===== src/rtl/fc_argmax_classifier_pkg.sv =====
// Shared types and constants for the BNN fully-connected output stage.
// Package name bnn_fc_pkg is used by the classifier, its comparator and the interface.
package bnn_fc_pkg;

  typedef enum logic [1:0] {
    ST_IDLE = 2'd0,
    ST_SCAN = 2'd1,
    ST_DONE = 2'd2
  } fc_state_t;

  localparam int FC_SCORE_W    = 7;   // holds 2*pop-54 over -54..+54
  localparam int FC_POP_LEN    = 54;
  localparam int FC_NCLASS_DEF = 10;

endpackage


===== src/rtl/fc_argmax_classifier_if.sv =====
// Score-vector / result bundle between the FC neurons, the classifier and the result side.
// oMARGIN/oLOW_CONF carry data only when FC_ARGMAX_MARGIN_EN is defined.
interface fc_argmax_classifier_if #(
  parameter int OL     = 7,
  parameter int NCLASS = 10,
  parameter int IW     = 4
);
  logic                 iSTART;
  logic [NCLASS*OL-1:0] iSCORES;
  logic                 oBUSY;
  logic                 oVALID;
  logic [IW-1:0]        oCLASS;
  logic [OL-1:0]        oMAX_SCORE;
  logic [OL:0]          oMARGIN;
  logic                 oLOW_CONF;

  modport master (
    output iSTART, iSCORES,
    input  oBUSY, oVALID, oCLASS, oMAX_SCORE, oMARGIN, oLOW_CONF
  );

  modport slave (
    input  iSTART, iSCORES,
    output oBUSY, oVALID, oCLASS, oMAX_SCORE, oMARGIN, oLOW_CONF
  );
endinterface


===== src/rtl/fc_argmax_classifier_score_cmp.sv =====
// Signed compare-and-select of one candidate against the running best (ties keep lower index).
// Runner-up tracking is present only when FC_ARGMAX_MARGIN_EN is defined.
module fc_score_cmp #(
  parameter int OL = 7,
  parameter int IW = 4
) (
  input  logic signed [OL-1:0] cand_score,
  input  logic [IW-1:0]        cand_idx,
  input  logic signed [OL-1:0] best_score,
  input  logic [IW-1:0]        best_idx,
  output logic signed [OL-1:0] best_score_nxt,
  output logic [IW-1:0]        best_idx_nxt
`ifdef FC_ARGMAX_MARGIN_EN
  ,
  input  logic signed [OL-1:0] second_score,
  output logic signed [OL-1:0] second_nxt
`endif
);
  logic take;

  assign take = cand_score > best_score;

  always_comb begin
    best_score_nxt = best_score;
    best_idx_nxt   = best_idx;
    if (take) begin
      best_score_nxt = cand_score;
      best_idx_nxt   = cand_idx;
    end
  end

`ifdef FC_ARGMAX_MARGIN_EN
  // A tie with the best falls through to the runner-up, giving a zero margin.
  always_comb begin
    second_nxt = second_score;
    if (take) begin
      second_nxt = best_score;
    end else if (cand_score > second_score) begin
      second_nxt = cand_score;
    end
  end
`endif
endmodule


===== src/rtl/fc_argmax_classifier.sv =====
// Sequential argmax over NCLASS captured FC scores, one class per clock.
// Optional runner-up margin / low-confidence flag enabled by FC_ARGMAX_MARGIN_EN.
//
// state | meaning
// IDLE  | waiting for iSTART
// SCAN  | comparing buffered score[idx] against running best
// DONE  | oVALID pulse; iSTART here starts the next vector with no bubble
module fc_argmax_classifier
  import bnn_fc_pkg::*;
#(
  parameter int OL     = FC_SCORE_W,
  parameter int NCLASS = FC_NCLASS_DEF,
  parameter int IW     = 4,
  parameter int THR    = 8
) (
  input logic                 iCLK,
  input logic                 iRST_N,
  fc_argmax_classifier_if.slave bus
);
  fc_state_t state_q, state_d;
  logic load, step, finish;

  logic signed [OL-1:0] score_buf [NCLASS];
  logic [IW-1:0]        idx_q;
  logic signed [OL-1:0] best_q, best_nxt;
  logic [IW-1:0]        best_idx_q, best_idx_nxt;
  logic [IW-1:0]        class_q;
  logic signed [OL-1:0] max_q;

  always_ff @(posedge iCLK or negedge iRST_N) begin
    if (!iRST_N) state_q <= ST_IDLE;
    else         state_q <= state_d;
  end

  always_comb begin
    state_d = state_q;
    load    = 1'b0;
    step    = 1'b0;
    finish  = 1'b0;
    unique case (state_q)
      ST_IDLE: begin
        if (bus.iSTART) begin
          load    = 1'b1;
          state_d = ST_SCAN;
        end
      end
      ST_SCAN: begin
        step = 1'b1;
        if (idx_q == IW'(NCLASS-1)) begin
          finish  = 1'b1;
          state_d = ST_DONE;
        end
      end
      ST_DONE: begin
        if (bus.iSTART) begin
          load    = 1'b1;
          state_d = ST_SCAN;
        end else begin
          state_d = ST_IDLE;
        end
      end
      default: state_d = ST_IDLE;
    endcase
  end

`ifdef FC_ARGMAX_MARGIN_EN
  logic signed [OL-1:0] second_q, second_nxt;
  logic [OL:0]          margin_nxt, margin_q;
  logic                 low_q;

  fc_score_cmp #(.OL(OL), .IW(IW)) u_cmp (
    .cand_score     (score_buf[idx_q]),
    .cand_idx       (idx_q),
    .best_score     (best_q),
    .best_idx       (best_idx_q),
    .best_score_nxt (best_nxt),
    .best_idx_nxt   (best_idx_nxt),
    .second_score   (second_q),
    .second_nxt     (second_nxt)
  );

  // Sign-extended difference is never negative, so it reads as unsigned.
  assign margin_nxt = {best_nxt[OL-1], best_nxt} - {second_nxt[OL-1], second_nxt};

  always_ff @(posedge iCLK or negedge iRST_N) begin
    if (!iRST_N) begin
      second_q <= '0;
      margin_q <= '0;
      low_q    <= 1'b0;
    end else begin
      if (load) second_q <= {1'b1, {(OL-1){1'b0}}};
      else if (step) second_q <= second_nxt;
      if (finish) begin
        margin_q <= margin_nxt;
        low_q    <= margin_nxt < (OL+1)'(THR);
      end
    end
  end

  assign bus.oMARGIN   = margin_q;
  assign bus.oLOW_CONF = low_q;
`else
  fc_score_cmp #(.OL(OL), .IW(IW)) u_cmp (
    .cand_score     (score_buf[idx_q]),
    .cand_idx       (idx_q),
    .best_score     (best_q),
    .best_idx       (best_idx_q),
    .best_score_nxt (best_nxt),
    .best_idx_nxt   (best_idx_nxt)
  );

  assign bus.oMARGIN   = '0;
  assign bus.oLOW_CONF = 1'b0;
`endif

  always_ff @(posedge iCLK or negedge iRST_N) begin
    if (!iRST_N) begin
      for (int c = 0; c < NCLASS; c++) score_buf[c] <= '0;
      idx_q      <= '0;
      best_q     <= '0;
      best_idx_q <= '0;
      class_q    <= '0;
      max_q      <= '0;
    end else begin
      if (load) begin
        for (int c = 0; c < NCLASS; c++) score_buf[c] <= bus.iSCORES[c*OL +: OL];
        best_q     <= bus.iSCORES[OL-1:0];
        best_idx_q <= '0;
        idx_q      <= IW'(1);
      end else if (step) begin
        best_q     <= best_nxt;
        best_idx_q <= best_idx_nxt;
        idx_q      <= idx_q + IW'(1);
      end
      if (finish) begin
        class_q <= best_idx_nxt;
        max_q   <= best_nxt;
      end
    end
  end

  assign bus.oBUSY      = (state_q == ST_SCAN);
  assign bus.oVALID     = (state_q == ST_DONE);
  assign bus.oCLASS     = class_q;
  assign bus.oMAX_SCORE = max_q;
endmodule


===== src/flat_wrapper.sv =====
// flat-port wrapper written by rule: the top's interface ports become plain ports
module fc_argmax_classifier_flat import bnn_fc_pkg::*;
#(
  parameter int OL     = FC_SCORE_W,
  parameter int NCLASS = FC_NCLASS_DEF,
  parameter int IW     = 4,
  parameter int THR    = 8
)
  (iCLK, iRST_N, bus_iSTART, bus_iSCORES, bus_oBUSY, bus_oVALID, bus_oCLASS, bus_oMAX_SCORE, bus_oMARGIN, bus_oLOW_CONF);
  fc_argmax_classifier_if #(.OL(OL), .NCLASS(NCLASS), .IW(IW)) bus_i ();
  input logic iCLK;
  input logic iRST_N;
  input wire logic [$bits(bus_i.iSTART)-1:0] bus_iSTART;
  input wire logic [$bits(bus_i.iSCORES)-1:0] bus_iSCORES;
  output wire logic [$bits(bus_i.oBUSY)-1:0] bus_oBUSY;
  output wire logic [$bits(bus_i.oVALID)-1:0] bus_oVALID;
  output wire logic [$bits(bus_i.oCLASS)-1:0] bus_oCLASS;
  output wire logic [$bits(bus_i.oMAX_SCORE)-1:0] bus_oMAX_SCORE;
  output wire logic [$bits(bus_i.oMARGIN)-1:0] bus_oMARGIN;
  output wire logic [$bits(bus_i.oLOW_CONF)-1:0] bus_oLOW_CONF;
  assign bus_i.iSTART = bus_iSTART;
  assign bus_i.iSCORES = bus_iSCORES;
  assign bus_oBUSY = bus_i.oBUSY;
  assign bus_oVALID = bus_i.oVALID;
  assign bus_oCLASS = bus_i.oCLASS;
  assign bus_oMAX_SCORE = bus_i.oMAX_SCORE;
  assign bus_oMARGIN = bus_i.oMARGIN;
  assign bus_oLOW_CONF = bus_i.oLOW_CONF;
  fc_argmax_classifier #(.OL(OL), .NCLASS(NCLASS), .IW(IW), .THR(THR)) u_core (.iCLK(iCLK), .iRST_N(iRST_N), .bus(bus_i));
endmodule

===== config.mk =====
export PLATFORM = sky130hd
export DESIGN_NAME = fc_argmax_classifier_flat
export DESIGN_NICKNAME = d
export VERILOG_FILES = /design/src/rtl/fc_argmax_classifier_pkg.sv /design/src/rtl/fc_argmax_classifier_if.sv /design/src/rtl/fc_argmax_classifier_score_cmp.sv /design/src/rtl/fc_argmax_classifier.sv /design/src/flat_wrapper.sv
export SDC_FILE = /design/constraint.sdc
export NUM_CORES = 1
export LEC_CHECK = 0
export CAP_MARGIN = 10
export CELL_PAD_IN_SITES_DETAIL_PLACEMENT = 1
export CELL_PAD_IN_SITES_GLOBAL_PLACEMENT = 2
export CORE_MARGIN = 8
export CORE_UTILIZATION = 34
export DETAILED_ROUTE_END_ITERATION = 10
export PLACE_DENSITY_LB_ADDON = 0.1
export SYNTH_ARGS = -nofsm -noshare
export SYNTH_HDL_FRONTEND = slang
export SYNTH_SLANG_ARGS = --single-unit

===== constraint.sdc =====
create_clock -name iCLK -period 5.22 [get_ports iCLK]
set_input_delay 1.566 -clock iCLK [delete_from_list [all_inputs] [get_ports iCLK]]
set_output_delay 1.566 -clock iCLK [all_outputs]
set_load 0.02 [all_outputs]

==> tab_implementation.tex <==
\begin{tabular}{lr}
\hline
Metric & Value \\
\hline
\multicolumn{2}{l}{\textbf{Status}} \\
Outcome & finished, final reports clean \\
\multicolumn{2}{l}{\textbf{Detailed routing}} \\
Routed length per instance & 17.1 um \\
Post-detailed-route count of antenna-violating nets & 0 \\
Violation count after the first detailed-route iteration & 146 \\
Post-detailed-route DRC marker count & 0 \\
Total via count after detailed routing & 3,689 \\
Detailed-route wire length & 13.1 mm \\
First-pass iteration count of the detailed router & 4 \\
Routed vias/inst & 4.82 \\
\multicolumn{2}{l}{\textbf{Logic synthesis}} \\
Async S/R FF share, synth & 100\% \\
Largest cells by area after synthesis & dfrtp\_1 (52\%), nand2\_1 (19\%), mux2\_2 (3.6\%), ha\_1 (2.4\%), mux4\_2 (1.9\%) \\
Warning count from the yosys run & 0 \\
Post-synthesis mux area share & 8.89\% \\
Fraction of the yosys area taken by sequential cells & 52.1\% \\
Post-synthesis share of cell area spent on and, or, nand and nor gates & 22.6\% \\
Share of Yosys cell area claimed by the top area cell type & 52.1\% \\
Synthesis-stage register bit count & 98 \\
Dominant synthesized flop cell & dfrtp\_1 \\
Most common cell in the synthesized netlist & nand2\_1 \\
Synthesized netlist cell count & 509 \\
Post-synthesis compound-gate area fraction & 8.38\% \\
Syn avg cell area & 9.24 sq um \\
Syn Std Cell Area & 4700 sq um \\
Unique cell type count in the Yosys netlist & 40 \\
Adder-Cell Fraction of Synth Area & 2.39\% \\
Most used standard cells in the synthesized netlist & nand2\_1 (234), dfrtp\_1 (98), clkbuf\_1 (19) \\
Post-Synth XOR/XNOR Area & 0.372\% \\
Dominant combinational cell family by area after synthesis & simple AND/OR/NAND/NOR gates \\
Number of flops mapped to enable cells by yosys & 0 \\
Cell taking the most area after synthesis & dfrtp\_1 \\
\multicolumn{2}{l}{\textbf{Power and ir drop}} \\
Switching portion of total power & 39.8\% \\
Areal power density over the cells & 664 nW/um\^{}2 \\
Peak supply drop & 0.000292 V \\
Internal Pwr Total & 0.00238 W \\
Part of the total power dissipated in sequential elements & 34.9\% \\
Standby leakage power & 2.88 nW \\
Combinational Power Share & 48.8\% \\
Portion of total power attributed to the clock network & 16.2\% \\
Net switching component of the power & 0.00157 W \\
\multicolumn{2}{l}{\textbf{Timing}} \\
Summed negative setup slack over all endpoints & 0 ps \\
Number of pins exceeding their max-slew limit in the final report & 0 \\
Rel. slew slack & 33.9\% \\
Setup clock skew after layout & 5.90 ps \\
Unrepaired setup endpoints after global routing & false \\
Total of endpoints with negative setup slack in the final report & 0 \\
Endpoints failing hold & 0 \\
Final Critical Period & 3840 ps \\
Period Utilization, post-route & 73.6\% \\
Actual transition at the worst max-transition pin & 991 ps \\
Final WS setup & 1380 ps \\
Max Fclk & 0.260 GHz \\
\multicolumn{2}{l}{\textbf{Layout}} \\
Area added between synthesis and finish & 26.3\% \\
Layout cells sized above 1 & 8.03\% \\
Net count reported at finish & 662 \\
Antenna diodes & 0 \\
\multicolumn{2}{l}{\textbf{Global routing}} \\
Number of global-route vias before repair & 4,086 \\
Final global-route overflow total & 0 \\
Largest net degree at the start of global routing & 78 \\
Total global routing track utilization & 15.1\% \\
Number of antenna violations at the first check in global routing & 0 \\
Wire length of the first global-routing pass & 21.6 mm \\
\multicolumn{2}{l}{\textbf{Placed design}} \\
Pre-CTS worst setup slack & 1270 ps \\
Port Buffer Count & 85 \\
Weighted congestion at the end of routability-driven global placement & 0.829 \\
Placed wire-length estimate & 9.64 mm \\
\multicolumn{2}{l}{\textbf{Clock network}} \\
TritonCTS clock tree & yes \\
Number of buffers added by the clock tree synthesis step & 9 \\
H-tree depth & 3 \\
Number of buffers on the longest clock path & 2 \\
Register clock-pin slew on the reported worst setup and hold paths & 60 ps \\
Total clock sinks & 98 \\
Clk Tree Root Cell & clkbuf\_16 \\
Clock latency on the worst-skew pair & 340 ps \\
\# Post-CTS Setup Buffers & 0 \\
CTS resizes & 0 \\
CTS hold repair buffers & 0 \\
\multicolumn{2}{l}{\textbf{Setup path}} \\
Library cell appearing most often on the critical path & buf\_4 \\
Setup CP Type & register to register \\
Arrival time of the worst setup path & 4080 ps \\
Ordered cell list for the critical path & buf\_4 -> mux2\_2 -> o22ai\_1 -> o31ai\_1 -> ha\_1 -> a21o\_1 -> a2111o\_1 -> o21ai\_0 -> buf\_4 -> nor2\_1 -> a221oi\_1 \\
Critical path endpoint category & register \\
Startpoint types & register \\
Crit path buffers/inverters & 2 \\
Crit-path leading delay family & compound AO/OA/AOI/OAI gates \\
Slowest cell delay on critical path & 630 ps \\
Worst path required time & 5460 ps \\
Critical-path maximum fanout & 33 \\
Cell with the largest stage delay on the worst path & dfrtp\_1 \\
\multicolumn{2}{l}{\textbf{Die}} \\
Ports placed on the boundary & 95 \\
Floorplan die height & 134 um \\
Initial Util & 34.3\% \\
Total core area & 13,700 sq um \\
Standard-cell rows & 43 \\
Die span in x & 134 um \\
Die outline area & 17,900 sq um \\
\multicolumn{2}{l}{\textbf{Hold path}} \\
Hold/Removal Path Class & register to register \\
\multicolumn{2}{l}{\textbf{Job}} \\
Max-cap violations & 0 \\
\hline
\end{tabular}
## cells in the final DEF, fill, tap and decap left out, types with 2 or more instances in the layout
cell type and n:
mux2i_1 8, mux2_2 15, conb_1 9, nor2_1 5, buf_4 7, ha_1 9
a22o_1 4, nand4_1 2, o221a_2 6, a21oi_1 4, nand2b_1 2, clkinv_2 2
a21o_1 2, mux4_1 3, nand2_1 234, dfrtp_1 98, or3_1 6, clkbuf_1 4
inv_1 10, xor2_1 2, a211oi_1 7, o22ai_1 7, o31ai_1 6, nor2b_1 8
clkbuf_16 9, o21ai_0 13, mux4_2 4, clkdlybuf4s50_1 84
## layer usage
metal	GRT usage, %	up-vias	part of all wire (%)
li1	-	1798	-
met1	19.1	1786	46
met2	24.9	91	48
met3	3.31	14	4.9
met4	5.18	0	1.2
met5	0	-	0
## worst paths after layout
path	from	endpoint	slack, ps	cells after the start
min in group asynchronous	iRST_N	u_core.score_buf[11]$_DFFE_PN0P_	1400	1
max reg2reg	u_core.idx_q[0]$_DFFE_PN0P_	u_core.best_q[0]$_DFFE_PN0P_	1380	11
min	u_core.bus.oCLASS[3]$_DFFE_PN0P_	u_core.bus.oCLASS[3]$_DFFE_PN0P_	470	2
min reg2reg	u_core.bus.oCLASS[3]$_DFFE_PN0P_	u_core.bus.oCLASS[3]$_DFFE_PN0P_	470	2
max in group asynchronous	iRST_N	u_core.best_idx_q[0]$_DFFE_PN0P_	2930	2
max	u_core.idx_q[0]$_DFFE_PN0P_	u_core.best_q[0]$_DFFE_PN0P_	1380	11
## registers in the layout, summed over array words and instances, names as in the netlist
name                   cells
u_core.state_q             2
u_core.idx_q               4
u_core.score_buf          70
u_core.bus.oMAX_SCORE      7
u_core.bus.oCLASS          4
u_core.best_q              7
u_core.best_idx_q          4
## stage by stage
stage / instances / util [%] / power [W] / instance area (sq um) / hold WS [ps]
after detailed placement: 749 / 41.2 / 0.00334 / 5660 / 460
after global placement: 749 / 41.2 / 0.00328 / 5660 / 455
after global routing: 765 / 43.3 / 0.00428 / 5940 / 494
final: 765 / 43.3 / 0.00395 / 5940 / 466
after floorplan: 517 / - / 0.00272 / 4730 / 437
after CTS: 765 / 43.3 / 0.00401 / 5940 / 476
## worst register-to-register path: stages (launching register included)
cell and delay, ps:
dfrtp_1 630, buf_4 450, mux2_2 240, o22ai_1 90
o31ai_1 500, ha_1 350, a21o_1 160, a2111o_1 430
o21ai_0 250, buf_4 240, nor2_1 110, a221oi_1 300
## cell type report
class / count / area [sq um]
Inverter: 11 / 41.3
Multi-Input combinational cell: 369 / 2050
Clock buffer: 13 / 240
Clock inverter: 3 / 40.0
Timing Repair Buffer: 91 / 893
Fill cell: 1609 / 7780
Tap cell: 180 / 225
Sequential cell: 98 / 2450
## power groups by stage
| stage | combinational [W] | clock (W) | sequential, W |
|---|---|---|---|
| after floorplan | 0.00141 | 0 | 0.00131 |
| after global placement | 0.00189 | 0 | 0.00139 |
| after detailed placement | 0.00195 | 0 | 0.00139 |
| after CTS | 0.00197 | 0.000664 | 0.00138 |
| after global routing | 0.00217 | 0.000683 | 0.00142 |
| final | 0.00193 | 0.000641 | 0.00138 |
## kinds of logic after synthesis
family	Yosys count
fa+ha+maj	9
buf+inv	50
flops	98
xor+xnor	2
simple gates	264
compound gates	55
mux	30
other cells	1
Power figures use the tool's default switching activity.
